--- src/rtl/sprite_line_eval_pkg.sv ---
// Shared OAM entry, sprite slot and scan-state types for the sprite engine.
// MAX_SPRITES_PER_LINE sets the number of per-line sprite slots (default 8).
`ifndef MAX_SPRITES_PER_LINE
`define MAX_SPRITES_PER_LINE 8
`endif

package sprite_line_eval_pkg;

    localparam int OAM_ENTRIES = 64;
    localparam int OAM_AW      = $clog2(OAM_ENTRIES);

    typedef struct packed {
        logic [8:0] x;
        logic [7:0] y;
        logic [7:0] tile;
        logic [3:0] palette;
        logic [1:0] size;
        logic       fg_prio;
        logic       bg_prio;
    } oam_entry_t;

    typedef struct packed {
        logic [OAM_AW-1:0] index;
        logic [5:0]        y_off;
    } sprite_slot_t;

    typedef enum logic [1:0] {
        S_IDLE,
        S_SCAN,
        S_DRAIN,
        S_FIN
    } scan_state_t;

endpackage

--- src/rtl/sprite_line_eval_row_hit.sv ---
// sprite_row_hit: combinational row/sprite intersection test with wrapping rows.
// Height is 8 << size; also used by the sprite units.
module sprite_row_hit (
    input  logic [7:0] i_row,
    input  logic [7:0] i_y,
    input  logic [1:0] i_size,
    output logic       o_hit,
    output logic [7:0] o_y_off
);

    logic [8:0] w_height;

    assign o_y_off  = i_row - i_y;
    assign w_height = 9'd8 << i_size;
    assign o_hit    = {1'b0, o_y_off} < w_height;

endmodule

--- src/rtl/sprite_line_eval.sv ---
// sprite_line_eval: scans OAM in horizontal blank and fills per-line sprite slots.
// Define SPRITE_OVERFLOW_EN for full scans with overflow; otherwise scans stop when slots fill.
`ifndef MAX_SPRITES_PER_LINE
`define MAX_SPRITES_PER_LINE 8
`endif

module sprite_line_eval #(
    parameter  int SPRITES     = `MAX_SPRITES_PER_LINE,
    parameter  int OAM_ENTRIES = sprite_line_eval_pkg::OAM_ENTRIES,
    localparam int AW          = $clog2(OAM_ENTRIES),
    localparam int IW          = $clog2(SPRITES),
    localparam int CW          = IW + 1
) (
    input  logic                               clk,
    input  logic                               rst_n,
    input  logic                               start,
    input  logic [7:0]                         row,
    output logic [AW-1:0]                      oam_addr,
    input  sprite_line_eval_pkg::oam_entry_t   oam_data,
    output logic                               slot_we,
    output logic [IW-1:0]                      slot_idx,
    output sprite_line_eval_pkg::sprite_slot_t slot_data,
    output logic [CW-1:0]                      slot_count,
    output logic                               busy,
    output logic                               done,
    output logic                               overflow
);

    localparam logic [AW-1:0] LAST = AW'(OAM_ENTRIES - 1);

    sprite_line_eval_pkg::scan_state_t r_state, w_next;
    sprite_line_eval_pkg::sprite_slot_t w_slot;

    logic [AW-1:0] r_addr;
    logic [AW-1:0] r_idx;
    logic          r_vld;
    logic [CW-1:0] r_count;
    logic          r_ovf;
    logic [7:0]    r_row;
    logic          w_chk;
    logic          w_hit;
    logic [7:0]    w_yoff;
    logic          w_we;
    logic          w_ovf_set;
    logic          w_stop;
    logic          w_unused;

    sprite_row_hit u_hit (
        .i_row   (r_row),
        .i_y     (oam_data.y),
        .i_size  (oam_data.size),
        .o_hit   (w_hit),
        .o_y_off (w_yoff)
    );

    assign w_unused = ^{oam_data.x, oam_data.tile, oam_data.palette,
                        oam_data.fg_prio, oam_data.bg_prio, w_yoff[7:6]};

    assign w_chk = r_vld && (r_state == sprite_line_eval_pkg::S_SCAN ||
                             r_state == sprite_line_eval_pkg::S_DRAIN);
    // A restart discards the check in flight this cycle
    assign w_we  = w_chk && w_hit && !start && (r_count < CW'(SPRITES));

`ifdef SPRITE_OVERFLOW_EN
    assign w_ovf_set = w_chk && w_hit && !start && (r_count == CW'(SPRITES));
    assign w_stop    = 1'b0;
`else
    assign w_ovf_set = 1'b0;
    assign w_stop    = w_we && (r_count == CW'(SPRITES - 1));
`endif

    always_comb begin
        w_next = r_state;
        unique case (r_state)
            sprite_line_eval_pkg::S_IDLE: begin
                if (start) w_next = sprite_line_eval_pkg::S_SCAN;
            end
            sprite_line_eval_pkg::S_SCAN: begin
                if (start)            w_next = sprite_line_eval_pkg::S_SCAN;
                else if (w_stop)      w_next = sprite_line_eval_pkg::S_FIN;
                else if (r_addr == LAST) w_next = sprite_line_eval_pkg::S_DRAIN;
            end
            sprite_line_eval_pkg::S_DRAIN: begin
                w_next = start ? sprite_line_eval_pkg::S_SCAN
                               : sprite_line_eval_pkg::S_FIN;
            end
            sprite_line_eval_pkg::S_FIN: begin
                w_next = start ? sprite_line_eval_pkg::S_SCAN
                               : sprite_line_eval_pkg::S_IDLE;
            end
            default: w_next = sprite_line_eval_pkg::S_IDLE;
        endcase
    end

    always_ff @(posedge clk) begin
        if (!rst_n) begin
            r_state <= sprite_line_eval_pkg::S_IDLE;
            r_addr  <= '0;
            r_idx   <= '0;
            r_vld   <= 1'b0;
            r_count <= '0;
            r_ovf   <= 1'b0;
            r_row   <= '0;
        end else begin
            r_state <= w_next;
            r_idx   <= r_addr;
            if (start) begin
                r_addr  <= '0;
                r_vld   <= 1'b0;
                r_count <= '0;
                r_ovf   <= 1'b0;
                r_row   <= row;
            end else begin
                r_vld <= (r_state == sprite_line_eval_pkg::S_SCAN);
                if (r_state == sprite_line_eval_pkg::S_SCAN && r_addr != LAST)
                    r_addr <= r_addr + 1'b1;
                if (w_we)      r_count <= r_count + 1'b1;
                if (w_ovf_set) r_ovf   <= 1'b1;
            end
        end
    end

    always_comb begin
        w_slot       = '0;
        w_slot.index = sprite_line_eval_pkg::OAM_AW'(r_idx);
        w_slot.y_off = w_yoff[5:0];
    end

    assign oam_addr   = r_addr;
    assign slot_we    = w_we;
    assign slot_idx   = w_we ? r_count[IW-1:0] : '0;
    assign slot_data  = w_we ? w_slot : '0;
    assign slot_count = r_count;
    assign busy       = (r_state == sprite_line_eval_pkg::S_SCAN) ||
                        (r_state == sprite_line_eval_pkg::S_DRAIN);
    assign done       = (r_state == sprite_line_eval_pkg::S_FIN);
    assign overflow   = r_ovf;

endmodule

--- config.mk ---
export PLATFORM = sky130hd
export DESIGN_NAME = sprite_line_eval
export DESIGN_NICKNAME = d
export VERILOG_FILES = /design/src/rtl/sprite_line_eval_pkg.sv /design/src/rtl/sprite_line_eval_row_hit.sv /design/src/rtl/sprite_line_eval.sv
export SDC_FILE = /design/constraint.sdc
export NUM_CORES = 1
export LEC_CHECK = 0
export ABC_AREA = 1
export CELL_PAD_IN_SITES_DETAIL_PLACEMENT = 1
export CELL_PAD_IN_SITES_GLOBAL_PLACEMENT = 2
export CORE_ASPECT_RATIO = 1.1
export CORE_MARGIN = 2
export CORE_UTILIZATION = 20
export DETAILED_ROUTE_END_ITERATION = 12
export MAX_ROUTING_LAYER = met4
export PLACE_DENSITY_LB_ADDON = 0.15
export SYNTH_ARGS = -nofsm -noshare
export SYNTH_HDL_FRONTEND = slang
export SYNTH_HIERARCHICAL = 1
export SYNTH_SLANG_ARGS = --single-unit
--- constraint.sdc ---
create_clock -name clk -period 3.7 [get_ports clk]
set_clock_uncertainty 0.15 [all_clocks]
set_input_delay 0.74 -clock clk [delete_from_list [all_inputs] [get_ports clk]]
set_output_delay 0.74 -clock clk [all_outputs]
set_load 0.02 [all_outputs]
# Word-level counts from Yosys, hierarchy flattened

Index checks and enable logic that the tools add are counted.

Register bits after elaboration: 27
Bits of input ports: 44
Output and inout port bits: 29
Logic and storage cells: 41

Add/sub/neg operators: 3
Order comparisons: 2
Eq/ne operators: 8
Shift operators: 1
Multiplexer cells: 9
Bitwise gates (word level): 1
Reduce and logical (&&, ||, !) cells: 11

Operator list:

| operator              | count |
|---|---|
| $mux W12              | 1 |
| $mux W2               | 5 |
| $lt A8 B9 Y1          | 1 |
| $shl A4 B2 Y9 const A | 1 |
| $pmux W2 S4           | 1 |
| $sub A8 B8 Y8         | 1 |
| $add A6 B1 Y6 const B | 1 |
| $eq A6 B6 Y1 const B  | 1 |
| $logic_and A1 B1 Y1   | 6 |
| $ne A6 B6 Y1 const B  | 1 |
| $add A4 B1 Y4 const B | 1 |
| $eq A2 B2 Y1 const B  | 2 |
| $eq A4 B3 Y1 const B  | 1 |
| $lt A4 B4 Y1 const B  | 1 |
| $ne A4 B3 Y1 const B  | 1 |
| $mux W3               | 1 |
| $eq A2 B1 Y1 const B  | 1 |
| $logic_not A2 Y1      | 1 |
| $ne A2 B2 Y1 const B  | 1 |
| $reduce_and A2 Y1     | 1 |
| $reduce_or A2 Y1      | 1 |
| $logic_not A1 Y1      | 1 |
| $logic_or A1 B1 Y1    | 1 |
| $mux W1               | 1 |
| $not A1 Y1            | 1 |

# Longest topological paths before layout

Depth in word-level cells: 10
Mapped depth: 24
Gate-level depth less buffers: 24

# By module

The synthesis kept the hierarchy.

By module, submodules not included:

| module           | times used | cells an instance | area an instance (µm²) | sequential area each (µm²) |
|---|---|---|---|---|
| sprite_line_eval | 1          | 183               | 1292.5                 | 540.5 |
| sprite_row_hit   | 1          | 82                | 473.0                  | 0.0 |

# Worst setup path before layout

Ideal clock, no wire load.

Path type: input -> output
Start point: input port oam_data[16] in the netlist's numbering
End point: output port slot_data[0] in the netlist's numbering
Arrival time: 3149 ps
Data required time: 2810 ps
Slack: -339 ps
Cell stages on the path: 20
Path buffers: 1
Cell sequence: ha_1 > inv_1 > fa_1 > nand3_1 > nand2_1 > xnor2_1 > inv_1 > ha_1 > o21ai_0 > nand2_1 > nand2_1 > nand2_1 > nand2_1 > nand2_1 > nor2_2 > inv_1 > nor2_1 > nand2_2 > buf_1 > nor2_1

RTL lines:

| what        | line                   | text |
|---|---|---|
| from (decl) | sprite_line_eval.sv:19 | `input sprite_line_eval_pkg::oam_entry_t oam_data,` |
| to (decl)   | sprite_line_eval.sv:22 | `output sprite_line_eval_pkg::sprite_slot_t slot_data,` |

==> results by group <==
Global route
  • Initial antenna violation count: 0
  • Grt ovf: 0
  • Pin count of the biggest net entering global routing: 17
  • First-pass GRT wire length: around 10 mm
  • GRT Overall Usage: 0.132
  • Vias in the first global route: roughly 2000

Timing
  • Fmax: about 0.25 GHz
  • Final Hold Fails: 0
  • Min Clock Period, post-route: ~4 ns
  • Final Hold Slack: 0.345 ns
  • Finish-stage setup viols: 16
  • RSZ-0062 raised after global routing: true
  • Setup tns final: -3.90 ns
  • Fin crit share: 1.09
  • Final worst slack: -0.335 ns
  • Fin. max-slew vios: 0

Synth
  • Syn_nets: between 300 and 400
  • Synth cell types: 29
  • Post-Syn Area: 0.00177 mm2
  • Post-Synthesis Cells: 265
  • Average size of a mapped cell: between 6 and 7 um2
  • Post-synthesis sequential area ratio: 0.306
  • Synth Warn #: 6
  • Yosys reg bits: 27

Worst setup path
  • FF-to-FF path depth: 26
  • Worst r2r src: r_row[0]
  • Critical path type: input port to primary output
  • Register-to-register setup slack: ~0.56 ns
  • Worst flop-to-flop path endpoint: slot_count[0]
  • CP startpoint kind: input port
  • CP max FO: 2
  • Crit. End Element: primary output
  • WP data arrival: about 3.2 ns
  • Required @ worst endpoint: between 2 and 3 ns

Finish
  • Nets: approximately 420
  • Area Overhead vs Synth: 68.0%
  • Multi-input logic area: roughly 0.0012 mm2
  • # fillers: between 1000 and 1500
  • Diode count: 0
  • Most frequent cells in the layout: nand2_1 (47), inv_1 (45), buf_4 (36), nor2_1 (31), dfxtp_1 (27)
  • Share of layout cells above drive strength 1: 0.325
  • Commonest non-fill, non-tap cell in the layout: nand2_1
  • Register Area: 541 um2

Floorplan
  • DIE HEIGHT: a little over 100 um
  • Die ar.: about 0.0096 mm2
  • Placeable core area: roughly 0.0085 mm2
  • Initial core utilization: 0.208
  • Rows: 35
  • # IOs: 73
  • Die span in x: roughly 94 um

Place
  • Routability cong.: between 0.7 and 0.8
  • Port bufs: 48
  • HPWL after DPL: 4.28 mm

Drt
  • Top Metal Used: met4
  • WL met1: between 2 and 2.5 mm
  • Initial detailed-routing violation count: 31
  • DRC: 0
  • Aggregate routed wire length: between 5 and 6 mm
  • Metal2 WL: 2.92 mm
  • Number of iterations in the first detailed-routing pass: 4
  • Per-cell routed wire length: about 12 um
  • Vias per cell: just over 4
  • Routed Antenna Nets: 0
  • Met3 wire len: about 120 um
  • Vias post-DR: 1887

Pwr
  • Leakage: 1.36 nW
  • Pwr/cell area: 282 mW/mm2
  • Max rail drop VDD: ~0.13 mV

Worst hold path
  • Hold WC Path Type: register to register
  • WHS Path Cells: 2
  • Hold EP: r_idx[1]
  • Hold Crit Start: oam_addr[1]

Clock tree
  • Clock-pin slew on the worst setup and hold paths: 0.09 ns
  • Worst-Skew Late Latency: 0.28 ns
  • CTS tree: yes
  • CTS Buf Count: 3
  • Clk sinks: 27
  • CTS Root Cell: clkbuf_8
  • H-tree levels: 1
  • Hold buffer count at cts: 0
  • Clock Path Buffers: 2

Status
  • Outcome: complete, but fails checks
  • Failing checks: negative setup slack

Flow run
  • Maxcap violations: 0
==> logic make-up after synthesis <==
group                      Yosys count  synth area share
AOI/OAI and AO/OA                   28            0.0850
xor gates and xnor gates             7            0.0347
adders and majority gates           19             0.139
buffers and inverters               61             0.136
DFF                                 27             0.306
other                                1           0.00212
and+or+nand+nor                    122             0.297
==> metal layers <==
metal / GRT usage / vias up
met1: 0.158 / 878
met4: 0.0457 / 0
met2: 0.233 / 28
li1: - / 972
met5: - / -
met3: 0.0139 / 9
==> report_power, final <==
group          internal [mW]  total, mW  switching [mW]  leakage (nW)
registers              0.304      0.317          0.0132         0.220
clock network         0.0774      0.174          0.0970        0.0228
logic                  0.169      0.343           0.174          1.12
total                  0.551      0.835           0.284          1.36
==> worst max-delay path by stage <==
stage / to / slack, ns / cells after the start / startpoint
3_5_place_dp: slot_idx[0] / -1.17 / 22 / oam_data[16]
5_1_grt: slot_idx[1] / -0.43 / 22 / oam_data[16]
4_1_cts: slot_idx[1] / -0.29 / 22 / oam_data[16]
2_1_floorplan: slot_data[0] / 0.004 / 20 / oam_data[16]
6_report: slot_data[4] / -0.34 / 21 / oam_data[16]
3_3_place_gp: slot_data[11] / -1.13 / 22 / oam_data[16]
==> synth_stat cells <==
cell type	number	area, um2
a31oi_1	1	6.26
o21ai_1	1	5.00
nand4_1	4	25.0
nor2_2	2	12.5
buf_1	1	3.75
nand3_1	7	35.0
nand3_2	2	20.0
inv_1	54	203
nand2_2	2	12.5
xor2_1	3	26.3
nor2_1	47	176
a21oi_1	10	50.1
inv_2	2	7.51
fa_1	1	20.0
nor2_4	2	22.5
nand2_1	52	195
or2_1	1	6.26
a21oi_2	1	8.76
dfxtp_1	27	541
conb_1	1	3.75
clkbuf_1	1	3.75
o21bai_1	1	7.51
or2_4	1	8.76
nor3_1	2	10.0
xnor2_1	4	35.0
buf_4	3	22.5
ha_1	18	225
o21a_1	1	7.51
o21ai_0	13	65.1
==> final cells by class <==
cell class	instances	area share
clock buffers	4	0.0152
inverters	56	0.0717
multi-input cells	177	0.411
flip-flops and latches	27	0.182
well taps	111	0.0468
repair buffers	87	0.273
==> state kept, by name, indices dropped and copies added (netlist names) <==
register,flops
slot_count,4
r_idx,6
r_row,8
r_vld,1
oam_addr,6
r_state,2
==> metrics by stage <==
step | instances | util | cell area, um2 | total power, mW | worst slack, ns
global placement | 442 | 0.314 | 2670 | 0.600 | -1.13
global route | 462 | 0.349 | 2970 | 0.906 | -0.434
finish | 462 | 0.349 | 2970 | 0.835 | -0.335
floorplan | 265 | - | 1890 | 0.496 | 0.00362
detailed placement | 442 | 0.314 | 2670 | 0.601 | -1.17
CTS | 459 | 0.345 | 2930 | 0.840 | -0.290
==> what timing repair did <==
action,CTS,global route
buffers inserted,13,3
gates resized for setup,140,5
pin swaps,28,9
endpoints found under the setup margin,16,16
==> critical path: stages <==
cell	delay [ns]
buf_6	0.07
ha_4	0.12
inv_2	0.04
fa_2	0.37
nand3_2	0.07
nand2_2	0.05
xnor2_1	0.15
inv_1	0.09
buf_4	0.14
buf_4	0.12
buf_4	0.12
buf_4	0.12
buf_4	0.12
buf_4	0.12
buf_4	0.12
buf_4	0.13
buf_4	0.13
buf_4	0.12
inv_2	0.05
nor2_4	0.03
buf_6	0.12
No activity file was read; power rests on OpenSTA's default activity.
